$ cat src/rtl/hazard_sequencer_pkg.sv
// Shared pipeline definitions for the hazard sequencer: multi-cycle FSM states,
// EX-stage forwarding select encodings and the register index width.
package hazard_sequencer_pkg;

  localparam int REG_IDX_W = 5;

  typedef enum logic [1:0] {
    ST_IDLE = 2'd0,
    ST_BUSY = 2'd1,
    ST_DONE = 2'd2
  } mc_state_e;

  localparam logic [1:0] FWD_RF  = 2'b00;
  localparam logic [1:0] FWD_WB  = 2'b01;
  localparam logic [1:0] FWD_MEM = 2'b10;

endpackage

$ cat src/rtl/hazard_sequencer_forward_unit.sv
// Forwarding select for one EX operand. The integer x0 never forwards, but
// float f0 is a real register and does.
module hazard_sequencer_forward_unit
  import hazard_sequencer_pkg::*;
(
  input  logic [REG_IDX_W-1:0] rs_i,
  input  logic                 fp_op_i,
  input  logic [REG_IDX_W-1:0] rd_m_i,
  input  logic                 reg_write_m_i,
  input  logic                 fwrite_m_i,
  input  logic [REG_IDX_W-1:0] rd_w_i,
  input  logic                 reg_write_w_i,
  input  logic                 fwrite_w_i,
  output logic [1:0]           fwd_o
);

  logic hit_m_s;
  logic hit_w_s;

  assign hit_m_s = reg_write_m_i && (rd_m_i == rs_i) && (fwrite_m_i == fp_op_i) &&
                   (fwrite_m_i || (rd_m_i != {REG_IDX_W{1'b0}}));
  assign hit_w_s = reg_write_w_i && (rd_w_i == rs_i) && (fwrite_w_i == fp_op_i) &&
                   (fwrite_w_i || (rd_w_i != {REG_IDX_W{1'b0}}));

  // Younger MEM result takes priority over WB.
  always_comb begin
    fwd_o = FWD_RF;
    if (hit_m_s) begin
      fwd_o = FWD_MEM;
    end else if (hit_w_s) begin
      fwd_o = FWD_WB;
    end else begin
      fwd_o = FWD_RF;
    end
  end

endmodule

$ cat src/rtl/hazard_sequencer.sv
// Pipeline hazard controller: load-use stalls, branch flushes, EX forwarding and
// sequencing of the multi-cycle FP divide/sqrt unit with timeout abort.
module hazard_sequencer
  import hazard_sequencer_pkg::*;
#(
  parameter int WIDTH      = 32,
  parameter int MC_TIMEOUT = 64
) (
  input  logic                 clk,
  input  logic                 rst,
  input  logic [REG_IDX_W-1:0] Rs1D,
  input  logic [REG_IDX_W-1:0] Rs2D,
  input  logic [REG_IDX_W-1:0] Rs1E,
  input  logic [REG_IDX_W-1:0] Rs2E,
  input  logic [REG_IDX_W-1:0] RdE,
  input  logic [REG_IDX_W-1:0] RdM,
  input  logic [REG_IDX_W-1:0] RdW,
  input  logic                 ResultSrcE,
  input  logic                 FpOpE,
  input  logic                 RegWriteM,
  input  logic                 RegWriteW,
  input  logic                 floatingWriteM,
  input  logic                 floatingWriteW,
  input  logic                 PCSrcE,
  input  logic                 McOpE,
  input  logic                 mc_done,
  output logic                 mc_start,
  output logic                 StallF,
  output logic                 StallD,
  output logic                 StallE,
  output logic                 FlushD,
  output logic                 FlushE,
  output logic                 FlushM,
  output logic                 FlushW,
  output logic [1:0]           ForwardAE,
  output logic [1:0]           ForwardBE,
  output logic                 mc_busy,
  output logic                 mc_error,
  output logic [WIDTH-1:0]     stall_cycles
);

  localparam int CNT_W = (MC_TIMEOUT > 2) ? $clog2(MC_TIMEOUT) : 1;

  mc_state_e        state_q, state_d;
  logic [CNT_W-1:0] cnt_q, cnt_d;
  logic             abort_q, abort_d;
  logic             err_q, err_d;
  logic [WIDTH-1:0] stall_q, stall_d;

  logic       lw_stall_s;
  logic       start_s;
  logic       fsm_hold_s;
  logic       abort_flush_s;
  logic [1:0] fwd_a_s;
  logic [1:0] fwd_b_s;

  hazard_sequencer_forward_unit u_fwd_a (
    .rs_i(Rs1E), .fp_op_i(FpOpE),
    .rd_m_i(RdM), .reg_write_m_i(RegWriteM), .fwrite_m_i(floatingWriteM),
    .rd_w_i(RdW), .reg_write_w_i(RegWriteW), .fwrite_w_i(floatingWriteW),
    .fwd_o(fwd_a_s)
  );

  hazard_sequencer_forward_unit u_fwd_b (
    .rs_i(Rs2E), .fp_op_i(FpOpE),
    .rd_m_i(RdM), .reg_write_m_i(RegWriteM), .fwrite_m_i(floatingWriteM),
    .rd_w_i(RdW), .reg_write_w_i(RegWriteW), .fwrite_w_i(floatingWriteW),
    .fwd_o(fwd_b_s)
  );

  // Multi-cycle FSM next state; mc_done beats a simultaneous timeout.
  always_comb begin
    state_d       = state_q;
    cnt_d         = cnt_q;
    abort_d       = abort_q;
    err_d         = err_q;
    start_s       = 1'b0;
    fsm_hold_s    = 1'b0;
    abort_flush_s = 1'b0;
    case (state_q)
      ST_IDLE: begin
        if (McOpE) begin
          start_s    = 1'b1;
          fsm_hold_s = 1'b1;
          cnt_d      = {CNT_W{1'b0}};
          abort_d    = 1'b0;
          state_d    = ST_BUSY;
        end else begin
          state_d = ST_IDLE;
        end
      end
      ST_BUSY: begin
        fsm_hold_s = 1'b1;
        cnt_d      = cnt_q + CNT_W'(1);
        if (mc_done) begin
          abort_d = 1'b0;
          state_d = ST_DONE;
        end else if (cnt_q == CNT_W'(MC_TIMEOUT - 1)) begin
          abort_d = 1'b1;
          err_d   = 1'b1;
          state_d = ST_DONE;
        end else begin
          state_d = ST_BUSY;
        end
      end
      ST_DONE: begin
        abort_flush_s = abort_q;
        state_d       = ST_IDLE;
      end
      default: begin
        state_d = ST_IDLE;
      end
    endcase
  end

  assign lw_stall_s = ResultSrcE && ((RdE == Rs1D) || (RdE == Rs2D)) && !PCSrcE;

  // Pipeline controls; FSM holds mask load-use and branch effects.
  always_comb begin
    mc_start  = 1'b0;
    StallF    = 1'b0;
    StallD    = 1'b0;
    StallE    = 1'b0;
    FlushD    = 1'b0;
    FlushE    = 1'b0;
    FlushM    = 1'b0;
    FlushW    = rst;
    ForwardAE = FWD_RF;
    ForwardBE = FWD_RF;
    if (rst) begin
      FlushD = 1'b1;
      FlushE = 1'b1;
      FlushM = 1'b1;
    end else if (fsm_hold_s) begin
      mc_start  = start_s;
      StallF    = 1'b1;
      StallD    = 1'b1;
      StallE    = 1'b1;
      FlushM    = 1'b1;
      ForwardAE = fwd_a_s;
      ForwardBE = fwd_b_s;
    end else begin
      StallF    = lw_stall_s;
      StallD    = lw_stall_s;
      FlushD    = PCSrcE;
      FlushE    = lw_stall_s || PCSrcE;
      FlushM    = abort_flush_s;
      ForwardAE = fwd_a_s;
      ForwardBE = fwd_b_s;
    end
  end

  // Saturating count of fetch-stall cycles.
  always_comb begin
    stall_d = stall_q;
    if (StallF && (stall_q != {WIDTH{1'b1}})) begin
      stall_d = stall_q + WIDTH'(1);
    end else begin
      stall_d = stall_q;
    end
  end

  // State, timeout counter, sticky error and statistics registers.
  always_ff @(posedge clk) begin
    if (rst) begin
      state_q <= ST_IDLE;
      cnt_q   <= {CNT_W{1'b0}};
      abort_q <= 1'b0;
      err_q   <= 1'b0;
      stall_q <= {WIDTH{1'b0}};
    end else begin
      state_q <= state_d;
      cnt_q   <= cnt_d;
      abort_q <= abort_d;
      err_q   <= err_d;
      stall_q <= stall_d;
    end
  end

  assign mc_busy      = (state_q != ST_IDLE);
  assign mc_error     = err_q;
  assign stall_cycles = stall_q;

endmodule

$ cat config.mk
export PLATFORM = sky130hd
export DESIGN_NAME = hazard_sequencer
export DESIGN_NICKNAME = d
export VERILOG_FILES = /design/src/rtl/hazard_sequencer_pkg.sv /design/src/rtl/hazard_sequencer_forward_unit.sv /design/src/rtl/hazard_sequencer.sv
export SDC_FILE = /design/constraint.sdc
export NUM_CORES = 1
export LEC_CHECK = 0
export ABC_AREA = 1
export CAP_MARGIN = 20
export CORE_MARGIN = 1.5
export CORE_UTILIZATION = 35
export CTS_CLUSTER_SIZE = 30
export DETAILED_ROUTE_END_ITERATION = 8
export DONT_BUFFER_PORTS = 1
export PLACE_DENSITY = 0.57
export SLEW_MARGIN = 20
export SYNTH_ARGS = -nofsm -noshare
export SYNTH_HDL_FRONTEND = slang
export SYNTH_SLANG_ARGS = --single-unit
export TNS_END_PERCENT = 100
$ cat constraint.sdc
create_clock -name clk -period 1.7 [get_ports clk]
set_input_delay 0.34 -clock clk [delete_from_list [all_inputs] [get_ports clk]]
set_output_delay 0.34 -clock clk [all_outputs]
set_load 0.05 [all_outputs]
After elaboration in Yosys (flattened, before gate mapping)
Index checks and enable logic that the tools add are counted.

word-level totals
  register bits after elaboration = 42
  bits of input ports = 46

cells by class
  reductions and logical operators = 28
  add/subtract/negate cells = 2
  muxes and demuxes = 32
  eq/ne operators = 14
  bitwise logic cells = 1

operators by type and width
  kind                                                                   number
  32-bit by 1-bit adder with 32-bit output, second input constant        1
  32-bit != test, second input constant                                  1
  5-bit equality test                                                    6
  1-bit two-way mux                                                      21
  1-bit logical AND                                                      15
  2-bit two-way mux                                                      6
  6-bit one-hot mux with 2 select lines                                  1
  5-bit nonzero test                                                     2
  6-bit by 1-bit adder with 6-bit output, second input constant          1
  6-bit equality test, second input constant                             1
  6-bit two-way mux                                                      1
  3-bit AND reduction                                                    2
  1-bit logical OR                                                       4
  1-bit one-hot mux with 2 select lines                                  2
  2-bit one-hot mux with 2 select lines                                  1
  2-bit nonzero test                                                     2
  3-bit != test, second input constant                                   1
  1-bit equality test                                                    2
  2-bit by 1-bit equality test with 1-bit output, second input constant  1
  2-bit equality test, second input constant                             1
  2-bit zero test                                                        1
  2-bit != test, second input constant                                   1
  2-bit AND reduction                                                    1
  1-bit zero test                                                        1
  1-bit inverter                                                         1

Logic depth before layout (Yosys ltp)
  depth after elaboration = 7
  mapped depth = 12
  mapped depth without buffers = 11

Hierarchy
From an unflattened synthesis, not the netlist that was laid out.

unflattened totals
  cells, all modules = 574
  area total of the unflattened synthesis = 3,294.4 sq um

modules (own cells, without submodules)
  module                         times used  cells an instance  area each (sq um)
  hazard_sequencer               1           456                2,786.4
  hazard_sequencer_forward_unit  2           59                 254.0

Worst setup path after synthesis
OpenSTA, ideal clock, no wires.

  path type = input to output
  start = input RdM[4]
  end = output ForwardAE[1]
  data arrival time = 1.876 ns
  setup slack = -0.516 ns
  stages on the path = 4
  path through = inv_1 -> o21ai_0 -> a2111o_1 -> nor3_1

on the way
  word-level cells in the longest chain between the ends = 6

ends and longest elaborated chain
  element                         RTL line                             RTL
  start, declared                 hazard_sequencer.sv:16               input logic [REG_IDX_W-1:0] RdM,
  5-bit equality test             hazard_sequencer_forward_unit.sv:20  assign hit_m_s = reg_write_m_i && (rd_m_i == rs_i) && (fwrite_m_i == fp_op_i) &&
  1-bit logical AND (2 in a row)  hazard_sequencer_forward_unit.sv:20
  1-bit logical AND *             hazard_sequencer_forward_unit.sv:20
  2-bit two-way mux *             hazard_sequencer_forward_unit.sv:28  if (hit_m_s) begin
  2-bit two-way mux *             hazard_sequencer.sv:130              if (rst) begin
  end, declared                   hazard_sequencer.sv:35               output logic [1:0] ForwardAE,

Every way passes the cells marked *; elsewhere a longest branch is shown, timed or not.

Final worst setup path
  start = register state_q[0]
  end = output StallF

on the way
  word-level cells in the longest chain between the ends = 4

ends and longest elaborated chain
  element                                                                                   RTL line                 RTL
  start, declared                                                                           hazard_sequencer.sv:44   mc_state_e state_q, state_d;
  start signal, assigned                                                                    hazard_sequencer.sv:172  state_q <= state_d;
  2-bit by 1-bit equality test with 1-bit output / 2-bit zero test (equally long branches)  hazard_sequencer.sv:80   case (state_q)
  1-bit one-hot mux with 2 select lines *                                                   hazard_sequencer.sv:80
  1-bit two-way mux * (2 in a row)                                                          -
  end, declared                                                                             hazard_sequencer.sv:28   output logic StallF,

Marks and branches as above.

==> results.cfg <==
[setup_path]
path_max_fanout = 4
worstPathRequired_ns = 1.36
max_stage_delay_ns = 0.35
worstSetupPathType = reg2out
worstPathArrival_ns = 1.40
worst_setup_path_end_kind = primary output
path_cells = inv_4, nor2_4, inv_2, nand2_2, inv_4, nor2_8, inv_2, nand2_4, buf_12
cp-start-kind = flop
crit_slowest_cell = dfxtp_2

[cts]
cts_buffers = 5
clk_latency_ns = 0.30
cts_tree = yes
htreeDepth = 2
cts_buffer_depth = 2
ctsHoldBuffers = 0
root_buffer = clkbuf_8
clk_pin_slew_ns = 0.09
cts.sinks = 42

[yosys]
synth-main-ff-cell = dfxtp_1
syn_area_per_cell_um2 = 6.26
synthDistinctLibCells = 41
synth_edf_count = 0
synthXorXnorAreaFrac_pct = 7.49
synth_top_family_by_area = simple AND/OR/NAND/NOR gates
synth_adder_area_share_pct = 0.793
synth_common_cells = nand2_1, nor2_1, inv_1, nand3_1, dfxtp_1
synth_nets = 552
seq_area_frac_synth_pct = 26.6
async_flop_share_pct = 0
ys_warn_count = 0
syn_area_um2 = 3160
synthMuxAreaShare_pct = 0
synth_area_leaders = dfxtp_1, nand2_1, nor2_1, nand3_1, a21oi_1
ys_ff_latch = 42
synthSimpleGateAreaFrac_pct = 43.4
synth.most_common_cell = nand2_1
synth_top_area_cell = dfxtp_1
synth_top_area_share_pct = 26.6
synth_compound_area_share_pct = 11.5
syn_inst = 504

[power_and_ir_drop]
power_density_nw_per_um2 = 526
vdd_drop_max_mv = 0.312
leakage_nw = 1.70

[detailed_routing]
first_iter_violations = 114
via_per_inst = 5.15
postRouteAntennaNets = 0
wl_per_cell_um = 14.0
drt-total-wl_um = 9390
drcViolationCount = 0
num_vias = 3469
firstDrtPassIters = 4

[placement]
gp_congestion = 0.915
place_inst = 652
dp_hpwl_um = 6900
io_buffers = 0

[timing]
tns_ns = -0.0798
grt_setup_unrepaired = yes
fmax_mhz = 575
fin_crit_ns = 1.74
hold_viol = 0
finalSetupViolations = 2
fin_crit_sh_pct = 102
tightest_slew_ns = 0.514
finClkSkew_ns = 0.0180
slew_viol_final = 0
fin_ws_ns = -0.0399
max_slew_margin_pct = 65.7

[cells_and_area]
n_antenna_cell = 0
area_delta_synth_final_pct = 36.2
nets = 612
layout.cells.non_filler = 673
drive_gt1_share_pct = 34.0

[global_routing]
grt_pass1_vias = 3246
grt_pass1_wl_um = 14900
grtUsageTotal_pct = 18.4
antenna_found_initial = 0
grt_max_degree = 41
overflow = 0

[floorplan]
num_rows = 34
dieArea_um2 = 9600
initial_core_util_pct = 36.2
core_um2 = 8720
die_w_um = 98.0
die_h_um = 98.0
io_pins = 92

[run]
cap_viol_max_count = 0

[run_status]
status = complete, but fails checks
violations = setup timing

[hold_path]
hp-class = in2reg
-- metrics by stage --
| stage | cell area, um^2 | util, % | power [mW] | hold slack [ns] | setup WS (ns) |
|---|---|---|---|---|---|
| 3_3_place_gp | 3810 | 43.7 | 1.42 | 0.409 | 0.0303 |
| 2_1_floorplan | 3310 | - | 1.37 | 0.447 | -0.0936 |
| 4_1_cts | 3970 | 45.5 | 2.26 | 0.0846 | -0.0381 |
| 5_1_grt | 4300 | 49.3 | 2.36 | 0.0713 | -0.104 |
| 6_report | 4300 | 49.3 | 2.26 | 0.0997 | -0.0399 |
| 3_5_place_dp | 3810 | 43.7 | 1.42 | 0.414 | 0.0326 |
-- logic make-up (layout without fill, tap and decap cells) --
| logic type | after synthesis | count (layout) |
|---|---|---|
| and+or+nand+nor | 301 | 301 |
| adders and majority gates | 2 | 2 |
| DFF | 42 | 42 |
| buffers and inverters | 70 | 131 |
| AOI/OAI and AO/OA | 62 | 62 |
| xor gates and xnor gates | 27 | 27 |
-- report_power, final --
group	switching (mW)	internal [mW]
Combinational	0.278	0.172
Clock	0.368	0.441
Sequential	0.0119	0.993
Total	0.658	1.61
-- cell usage in the layout, fill, tap and decap left out, types with 9 or more instances in the layout --
| cell type | netlist | layout |
|---|---|---|
| nor2_2 | 2 | 13 |
| a21oi_1 | 38 | 24 |
| nand3_2 | 2 | 21 |
| nor2_1 | 72 | 57 |
| nand3_1 | 46 | 26 |
| nand4_1 | 9 | 9 |
| dfxtp_2 | 0 | 31 |
| buf_12 | 0 | 10 |
| nand2_1 | 137 | 134 |
| a21oi_2 | 1 | 14 |
| inv_1 | 47 | 45 |
| xor2_1 | 19 | 19 |
| dfxtp_1 | 42 | 9 |
| buf_4 | 2 | 57 |
-- critical path, delay by kind of cell, from the launching register on --
kind | cells | cell delay [ns]
buf+inv | 5 | 0.39
flops | 1 | 0.35
simple gates | 4 | 0.37
-- metal layers --
layer  track usage, %  vias up  wire, um
met4             3.96        0       119
met2             32.8      103      4620
li1                 -     1760         -
met1             22.2     1595      4020
met5                0        -         0
met3             4.80       11       641
-- flip-flops by register name, indices dropped and copies added (netlist names) --
name          cells
mc_error          1
state_q           2
cnt_q             6
stall_cycles     32
abort_q           1
-- path summary, 6_finish.rpt --
check,start,to,slack [ns],cells after the start
setup reg to reg,stall_cycles[0],stall_cycles[27],0.04,10
setup / recovery,state_q[0],StallF,-0.04,9
hold / removal,rst,stall_cycles[1],0.1,1
hold reg to reg,stall_cycles[3],stall_cycles[3],0.49,2
-- cell type report --
class | instances | area, um^2
Multi-Input combinational cell | 392 | 2290
Clock buffer | 7 | 76.3
Tap cell | 108 | 135
Fill cell | 834 | 4420
Clock inverter | 1 | 30.0
Inverter | 54 | 216
Sequential cell | 42 | 887
Timing Repair Buffer | 69 | 668
-- timing repair --
item	in CTS	in global routing
pin swaps	3	21
cloned	0	1
endpoints found under the setup margin	6	39
buffers inserted	5	7
gates resized for setup	3	57
(Power assumes the default switching activity.)
